File: config.mk
export PLATFORM = sky130hd
export DESIGN_NAME = calc_key_engine_flat
export DESIGN_NICKNAME = d
export VERILOG_FILES = /design/src/rtl/calc_pkg.sv /design/src/rtl/calc_key_engine_if.sv /design/src/rtl/calc_alu.sv /design/src/rtl/calc_key_engine.sv /design/src/flat_wrapper.sv
export SDC_FILE = /design/constraint.sdc
export NUM_CORES = 1
export LEC_CHECK = 0
export ABC_AREA = 1
export BUFFER_PORTS_ARGS = -buffer_cell sky130_fd_sc_hd__buf_2
export CAP_MARGIN = 40
export CORE_MARGIN = 3
export CORE_UTILIZATION = 55
export DETAILED_ROUTE_END_ITERATION = 7
export GPL_TIMING_DRIVEN = 1
export PLACE_DENSITY_LB_ADDON = 0.15
export SYNTH_ARGS = -nofsm -noshare
export SYNTH_HDL_FRONTEND = slang
export SYNTH_HIERARCHICAL = 1
export SYNTH_SLANG_ARGS = --single-unit
File: constraint.sdc
create_clock -name CLK_100MHZ -period 7.7 [get_ports CLK_100MHZ]
set_clock_uncertainty 0.05 [all_clocks]
set_input_delay 0.77 -clock CLK_100MHZ [delete_from_list [all_inputs] [get_ports CLK_100MHZ]]
set_output_delay 0.77 -clock CLK_100MHZ [all_outputs]
set_load 0.02 [all_outputs]
File: src/rtl/calc_pkg.sv
// calc_pkg: shared constants for the calculator key engine.
//   - key codes for operators, equals and clear (digits are codes 0..9)
//   - FSM state encoding
//   - operator encoding as shown on op_pend
//   - small helpers to classify a key index
package calc_pkg;

    localparam logic [4:0] KEY_ADD = 5'd10;
    localparam logic [4:0] KEY_SUB = 5'd11;
    localparam logic [4:0] KEY_MUL = 5'd12;
    localparam logic [4:0] KEY_EQ  = 5'd13;
    localparam logic [4:0] KEY_CLR = 5'd14;

    localparam logic [2:0] S_A   = 3'd0;
    localparam logic [2:0] S_OP  = 3'd1;
    localparam logic [2:0] S_B   = 3'd2;
    localparam logic [2:0] S_RES = 3'd3;
    localparam logic [2:0] S_ERR = 3'd4;

    localparam logic [1:0] OP_NONE = 2'd0;
    localparam logic [1:0] OP_ADD  = 2'd1;
    localparam logic [1:0] OP_SUB  = 2'd2;
    localparam logic [1:0] OP_MUL  = 2'd3;

    function automatic logic is_digit(input logic [4:0] k);
        return k <= 5'd9;
    endfunction

    // Operator keys 10/11/12 map onto operator codes 1/2/3.
    function automatic logic [1:0] key_to_op(input logic [4:0] k);
        logic [4:0] t;
        t = k - 5'd9;
        return t[1:0];
    endfunction

endpackage

File: src/rtl/calc_key_engine_if.sv
// calc_key_engine_if: key input and display output bundle of the key engine.
//   click     : left-button level
//   key_idx   : key under the cursor, valid while click is high
//   disp_val  : signed value to display
//   disp_err  : overflow indicator
//   op_pend   : pending operator (0 none, 1 add, 2 sub, 3 mul)
//   key_ack   : one-cycle pulse per accepted key event
// master drives the keys (decoder side), slave is the key engine.
interface calc_key_engine_if #(parameter int WIDTH = 16);
    logic                    click;
    logic [4:0]              key_idx;
    logic signed [WIDTH-1:0] disp_val;
    logic                    disp_err;
    logic [1:0]              op_pend;
    logic                    key_ack;

    modport master (
        output click, key_idx,
        input  disp_val, disp_err, op_pend, key_ack
    );

    modport slave (
        input  click, key_idx,
        output disp_val, disp_err, op_pend, key_ack
    );
endinterface

File: src/rtl/calc_alu.sv
// calc_alu: combinational evaluator R = A op B at double width.
//   a, b : signed operands (WIDTH bits)
//   op   : operator code (calc_pkg OP_*)
//   r    : low WIDTH bits of the result
//   ovf  : |R| exceeds the largest DIGITS-digit decimal value
// Optional feature macro: CALC_MUL_EN adds the multiply path; without it
// the multiply code falls through to "pass A" and no multiplier exists.
module calc_alu
    import calc_pkg::*;
#(
    parameter int DIGITS = 4,
    parameter int WIDTH  = 16
) (
    input  logic signed [WIDTH-1:0] a,
    input  logic signed [WIDTH-1:0] b,
    input  logic [1:0]              op,
    output logic signed [WIDTH-1:0] r,
    output logic                    ovf
);
    localparam int WW = 2 * WIDTH;
    localparam logic signed [WW-1:0] LIMIT = WW'(10 ** DIGITS - 1);

    logic signed [WW-1:0] wa;
    logic signed [WW-1:0] wb;
    logic signed [WW-1:0] wr;

    assign wa = {{WIDTH{a[WIDTH-1]}}, a};
    assign wb = {{WIDTH{b[WIDTH-1]}}, b};

    always_comb begin
        wr = wa;
        case (op)
            OP_ADD:  wr = wa + wb;
            OP_SUB:  wr = wa - wb;
`ifdef CALC_MUL_EN
            OP_MUL:  wr = wa * wb;
`endif
            default: wr = wa;
        endcase
    end

    // Range check on the full-width result so a wrapped low half can never
    // masquerade as an in-range value.
    assign ovf = (wr > LIMIT) || (wr < -LIMIT);
    assign r   = wr[WIDTH-1:0];

endmodule

File: src/rtl/calc_key_engine.sv
// calc_key_engine: click edge detector, key FSM, decimal operand
// accumulators and display outputs of the on-screen calculator.
//   CLK_100MHZ : system clock (rising edge)
//   reset      : synchronous active-high reset
//   bus        : calc_key_engine_if slave (click/key_idx in,
//                disp_val/disp_err/op_pend/key_ack out)
// Optional feature macro: CALC_MUL_EN enables key 12 (multiply); without it
// key 12 is an unused code.
module calc_key_engine
    import calc_pkg::*;
#(
    parameter int DIGITS = 4,
    parameter int WIDTH  = 16
) (
    input  logic              CLK_100MHZ,
    input  logic              reset,
    calc_key_engine_if.slave  bus
);
    localparam int CW = $clog2(DIGITS + 1);
    localparam logic signed [WIDTH-1:0] TEN = WIDTH'(10);

    logic                    click_q_reg;
    logic                    first_reg;
    logic [2:0]              state_reg, state_next;
    logic signed [WIDTH-1:0] a_reg, a_next;
    logic signed [WIDTH-1:0] b_reg, b_next;
    logic [1:0]              op_reg, op_next;
    logic [CW-1:0]           cnt_reg, cnt_next;
    logic                    ack_reg, ack_next;

    logic                    key_event;
    logic                    key_valid;
    logic                    key_is_op;
    logic                    key_is_dig;
    logic                    can_append;
    logic signed [WIDTH-1:0] digit_val;
    logic signed [WIDTH-1:0] acc_val;
    logic signed [WIDTH-1:0] alu_r;
    logic                    alu_ovf;

    // first_reg masks the first cycle out of reset, so a button already held
    // when reset releases only reloads click_q and needs a fresh rise.
    assign key_event = bus.click & ~click_q_reg & ~first_reg;

    always_comb begin
        key_valid = (bus.key_idx <= KEY_CLR);
`ifndef CALC_MUL_EN
        if (bus.key_idx == KEY_MUL) begin
            key_valid = 1'b0;
        end
`endif
    end

    assign key_is_dig = is_digit(bus.key_idx);
    assign key_is_op  = key_valid && (bus.key_idx >= KEY_ADD) && (bus.key_idx <= KEY_MUL);
    assign can_append = (cnt_reg < CW'(DIGITS));
    assign digit_val  = {{(WIDTH-5){1'b0}}, bus.key_idx};
    // Shared append path: whichever operand is currently being entered.
    assign acc_val    = ((state_reg == S_B) ? b_reg : a_reg) * TEN + digit_val;

    calc_alu #(.DIGITS(DIGITS), .WIDTH(WIDTH)) u_alu (
        .a   (a_reg),
        .b   (b_reg),
        .op  (op_reg),
        .r   (alu_r),
        .ovf (alu_ovf)
    );

    always_comb begin
        state_next = state_reg;
        a_next     = a_reg;
        b_next     = b_reg;
        op_next    = op_reg;
        cnt_next   = cnt_reg;
        ack_next   = 1'b0;
        if (key_event && key_valid) begin
            if (bus.key_idx == KEY_CLR) begin
                state_next = S_A;
                a_next     = '0;
                b_next     = '0;
                op_next    = OP_NONE;
                cnt_next   = '0;
                ack_next   = 1'b1;
            end else if (state_reg != S_ERR) begin
                // Every valid key outside the error state is acknowledged,
                // even when it leaves the operands unchanged.
                ack_next = 1'b1;
                case (state_reg)
                    S_A: begin
                        if (key_is_dig) begin
                            if (can_append) begin
                                a_next   = acc_val;
                                cnt_next = cnt_reg + CW'(1);
                            end
                        end else if (key_is_op) begin
                            op_next    = key_to_op(bus.key_idx);
                            state_next = S_OP;
                        end
                    end
                    S_OP: begin
                        if (key_is_op) begin
                            op_next = key_to_op(bus.key_idx);
                        end else if (key_is_dig) begin
                            b_next     = digit_val;
                            cnt_next   = CW'(1);
                            state_next = S_B;
                        end
                    end
                    S_B: begin
                        if (key_is_dig) begin
                            if (can_append) begin
                                b_next   = acc_val;
                                cnt_next = cnt_reg + CW'(1);
                            end
                        end else if (alu_ovf) begin
                            state_next = S_ERR;
                            a_next     = '0;
                            b_next     = '0;
                            op_next    = OP_NONE;
                        end else if (bus.key_idx == KEY_EQ) begin
                            a_next     = alu_r;
                            op_next    = OP_NONE;
                            state_next = S_RES;
                        end else begin
                            // Chaining: the result becomes A for the new operator.
                            a_next     = alu_r;
                            op_next    = key_to_op(bus.key_idx);
                            state_next = S_OP;
                        end
                    end
                    S_RES: begin
                        if (key_is_dig) begin
                            a_next     = digit_val;
                            cnt_next   = CW'(1);
                            state_next = S_A;
                        end else if (key_is_op) begin
                            op_next    = key_to_op(bus.key_idx);
                            state_next = S_OP;
                        end
                    end
                    default: state_next = S_A;
                endcase
            end
        end
    end

    always_ff @(posedge CLK_100MHZ) begin
        if (reset) begin
            click_q_reg <= 1'b0;
            first_reg   <= 1'b1;
            state_reg   <= S_A;
            a_reg       <= '0;
            b_reg       <= '0;
            op_reg      <= OP_NONE;
            cnt_reg     <= '0;
            ack_reg     <= 1'b0;
        end else begin
            click_q_reg <= bus.click;
            first_reg   <= 1'b0;
            state_reg   <= state_next;
            a_reg       <= a_next;
            b_reg       <= b_next;
            op_reg      <= op_next;
            cnt_reg     <= cnt_next;
            ack_reg     <= ack_next;
        end
    end

    assign bus.disp_val = (state_reg == S_ERR) ? '0 :
                          (state_reg == S_B)   ? b_reg : a_reg;
    assign bus.disp_err = (state_reg == S_ERR);
    assign bus.op_pend  = ((state_reg == S_OP) || (state_reg == S_B)) ? op_reg : OP_NONE;
    assign bus.key_ack  = ack_reg;

endmodule

File: src/flat_wrapper.sv
// flat-port wrapper written by rule: the top's interface ports become plain ports
module calc_key_engine_flat import calc_pkg::*;
#(
    parameter int DIGITS = 4,
    parameter int WIDTH  = 16
)
  (CLK_100MHZ, reset, bus_click, bus_key_idx, bus_disp_val, bus_disp_err, bus_op_pend, bus_key_ack);
  calc_key_engine_if #(.WIDTH(WIDTH)) bus_i ();
  input  logic CLK_100MHZ;
  input  logic reset;
  input wire logic [$bits(bus_i.click)-1:0] bus_click;
  input wire logic [$bits(bus_i.key_idx)-1:0] bus_key_idx;
  output wire logic [$bits(bus_i.disp_val)-1:0] bus_disp_val;
  output wire logic [$bits(bus_i.disp_err)-1:0] bus_disp_err;
  output wire logic [$bits(bus_i.op_pend)-1:0] bus_op_pend;
  output wire logic [$bits(bus_i.key_ack)-1:0] bus_key_ack;
  assign bus_i.click = bus_click;
  assign bus_i.key_idx = bus_key_idx;
  assign bus_disp_val = bus_i.disp_val;
  assign bus_disp_err = bus_i.disp_err;
  assign bus_op_pend = bus_i.op_pend;
  assign bus_key_ack = bus_i.key_ack;
  calc_key_engine #(.DIGITS(DIGITS), .WIDTH(WIDTH)) u_core (.CLK_100MHZ(CLK_100MHZ), .reset(reset), .bus(bus_i));
endmodule
==> out/qor.csv <==
stage,metric,value,unit
outcome,status,"complete, no violations",
clock_network,postCtsSetupBuffers,0,
global_route,grt_max_degree,34,
critical_path,cp-endpoint,u_core/b_reg[9]$_SDFFE_PP0P_,
logic_synthesis,synth-warning-count,6,
critical_path,end_kind,register,
route,wl_per_cell,14.9,um
critical_path,rr_worst_depth,33,
timing,max_slew_margin,39.7,%
global_route,antenna_found_initial,0,
critical_path,r2r_end,u_core/b_reg[9]$_SDFFE_PP0P_,
global_route,grt_pass1_wl,27.7,mm
place,place.gp.congestion,0.979,
floorplan,ioPinCount,28,
timing,final-setup-viol-count,0,
critical_path,timing.rr.start,u_core/b_reg[2]$_SDFFE_PP0P_,
floorplan,core_area,10000,um^2
route,via_per_inst,5.47,
place,dp_slack,2910,ps
pwr,peakVddDrop,0.0000639,V
route,drt-initial-drc-count,734,
critical_path,cp.required,7800,ps
logic_synthesis,synth_area_per_cell,5.83,um^2
logic_synthesis,synthesis.area,5770,um^2
critical_path,critPathSlowestCell,nor2_2,
critical_path,cpMostUsedCell,nand2_1,
route,vias,6225,
route,drc,0,
clock_network,cts_hold_buf,0,
critical_path,critPathMaxStageDelay,610,ps
floorplan,die_h,108,um
route,totalWireLength,16.9,mm
global_route,track_usage,29.5,%
logic_synthesis,synthesis.nets,1041,
logic_synthesis,ys_ff_latch,43,
logic_synthesis,synth_edf_count,0,
floorplan,die_area,11700,um^2
timing,fin_crit_sh,65.0,%
logic_synthesis,synth_seq_area_share,14.9,%
clock_network,cts_buffers,5,
clock_network,cts-resized-gates,0,
route,drt_first_pass_iters,6,
timing,finalHoldViolCount,0,
logic_synthesis,synthCells,990,
clock_network,path_clk_slew,80,ps
pwr,p_leak,3.33,nW
timing,rsz0062_at_grt,false,
floorplan,num_rows,36,
global_route,grt-ovfl-total,0,
timing,clock.fmax,200,MHz
timing,final_max_slew_viol_count,0,
clock_network,cts.sinks,43,
flow_run,drv_cap,0,
clock_network,clk_latency,300,ps
timing,fin_crit,5000,ps
clock_network,cts_htree_levels,2,
place,placedCellCount,1129,
place,port_buffers,27,
logic_synthesis,yosysUniqueCellTypes,54,
global_route,grt_pass1_vias,5589,
finish,syn2layout_area_growth,5.21,%
floorplan,initial_core_util,57.7,%
critical_path,critPathMaxFanout,19,
critical_path,reg2reg_slack,2700,ps
floorplan,die-width,108,um
clock_network,clock_path_buffers,2,
finish,drive_gt1_share,11.6,%
critical_path,crit_arrival,5110,ps
logic_synthesis,async_reset_ff_share,0,%
min_path,min_path_type,register to register,
critical_path,worstSetupPathType,register to register,
timing,setup_slack,2700,ps
pwr,power_density,109,nW/um^2
clock_network,cts_tree,yes,
clock_network,cts_root_buffer,clkbuf_8,
route,antenna_left,0,
critical_path,cp-start-kind,register,
timing,tns,0,ps
place,hpwl,13.5,mm
logic_synthesis,synth_flop_cell,dfxtp_1,
critical_path,startpoint,u_core/b_reg[2]$_SDFFE_PP0P_,
finish,n_antenna_cell,0,
finish,layout.nets,1054,
timing,tightest_slew,879,ps
finish,layoutNonFillerInstCount,1137,
## cell usage after synthesis (2+ instances only)
| cell type | count | area share (%) |
|---|---|---|
| nand3_1 | 72 | 6.2 |
| a21oi_1 | 60 | 5.2 |
| clkinv_1 | 3 | 0.20 |
| buf_4 | 3 | 0.39 |
| a32o_1 | 2 | 0.35 |
| dfxtp_1 | 43 | 15 |
| fa_1 | 3 | 1.0 |
| buf_2 | 7 | 0.61 |
| nor3_2 | 2 | 0.35 |
| a21o_1 | 2 | 0.26 |
| nor2_1 | 105 | 6.8 |
| a31oi_1 | 3 | 0.33 |
| or2_2 | 11 | 1.2 |
| nand3_2 | 9 | 1.6 |
| xnor2_1 | 4 | 0.61 |
| ha_1 | 40 | 8.7 |
| nand2_2 | 14 | 1.5 |
| mux2i_1 | 6 | 1.0 |
| nand2_4 | 5 | 0.98 |
| nor2_8 | 2 | 0.69 |
| nor3_1 | 7 | 0.61 |
| xor2_1 | 28 | 4.3 |
| o21ai_0 | 43 | 3.7 |
| o21ai_1 | 7 | 0.61 |
| a21oi_2 | 7 | 1.1 |
| nor2_2 | 5 | 0.54 |
| nor2_4 | 5 | 0.98 |
| clkbuf_1 | 9 | 0.59 |
| o221ai_1 | 2 | 0.30 |
| inv_1 | 142 | 9.2 |
| buf_6 | 2 | 0.39 |
| nand2_1 | 290 | 19 |
| nand4_1 | 13 | 1.4 |
| inv_2 | 10 | 0.65 |
| a22oi_1 | 3 | 0.39 |
| a211oi_2 | 3 | 0.65 |
## report_power, final
| group | leakage, nW | switching [mW] | total [mW] | internal [mW] |
|---|---|---|---|---|
| Sequential | 0.347 | 0.00469 | 0.230 | 0.225 |
| Combinational | 2.93 | 0.166 | 0.249 | 0.0832 |
| Clock | 0.0581 | 0.0830 | 0.180 | 0.0967 |
## cell type report
class	count	area (um^2)
clock buffers	5	68.8
inverters	157	593
multi-input cells	769	4200
flip-flops and latches	43	861
well taps	133	166
repair buffers	27	135
clock inverters	3	43.8
fillers	1074	3930
## placed cells by master (no fill, tap or decap), types with 14 or more instances in the layout
cell and count:
xor2_1 28, inv_1 142, nand3_1 72, nand2_1 290
nor2_1 105, a21oi_1 60, o21ai_0 43, nand2_2 14
dfxtp_1 43, ha_1 40, buf_2 27
## stage by stage
stage / hold slack (ps) / cell area (um^2) / total power, mW / utilization [%]
4_1_cts: 430 / 6070 / 0.658 / 60.7
2_1_floorplan: 394 / 5770 / 0.428 / -
6_report: 424 / 6070 / 0.659 / 60.7
5_1_grt: 459 / 6070 / 0.700 / 60.7
3_3_place_gp: 412 / 5950 / 0.480 / 59.5
3_5_place_dp: 418 / 5950 / 0.480 / 59.5
## critical path: cells and delay by family, from the launching register on
family	cells	cell delay, ps
AO/OA/AOI/OAI	2	150
flip-flops	1	370
adder cells (fa/ha/maj)	1	350
AND/OR/NAND/NOR	24	3250
XOR/XNOR	1	160
buffers and inverters	5	510
## worst min-delay path by stage
stage,start,end,cells after the start
3_3_place_gp,u_core/cnt_reg[1]$_SDFFE_PP0P_,u_core/cnt_reg[1]$_SDFFE_PP0P_,2
4_1_cts,u_core/cnt_reg[1]$_SDFFE_PP0P_,u_core/cnt_reg[1]$_SDFFE_PP0P_,2
2_1_floorplan,u_core/op_reg[0]$_SDFFE_PP0P_,u_core/op_reg[0]$_SDFFE_PP0P_,2
5_1_grt,u_core/b_reg[6]$_SDFFE_PP0P_,u_core/b_reg[6]$_SDFFE_PP0P_,2
6_report,u_core/cnt_reg[1]$_SDFFE_PP0P_,u_core/cnt_reg[1]$_SDFFE_PP0P_,2
3_5_place_dp,u_core/cnt_reg[1]$_SDFFE_PP0P_,u_core/cnt_reg[1]$_SDFFE_PP0P_,2
## cells by family (layout without fill, tap and decap cells)
| group | Yosys count | in the layout | share of synthesized area [%] |
|---|---|---|---|
| buffers and inverters | 178 | 192 | 12.3 |
| adders and majority gates | 43 | 43 | 9.72 |
| xor gates and xnor gates | 33 | 33 | 5.14 |
| AOI/OAI and AO/OA | 139 | 139 | 13.9 |
| DFF | 43 | 43 | 14.9 |
| and+or+nand+nor | 548 | 548 | 43.0 |
| muxes | 6 | 6 | 1.04 |
## layer usage
metal	wire [um]	up-vias	GRT usage (%)
met5	0	-	0
met4	476	0	9.74
met3	1320	36	3.82
met2	7470	248	46.3
met1	7660	2765	41.8
li1	-	3176	-
No activity file was read; power rests on OpenSTA's default activity.
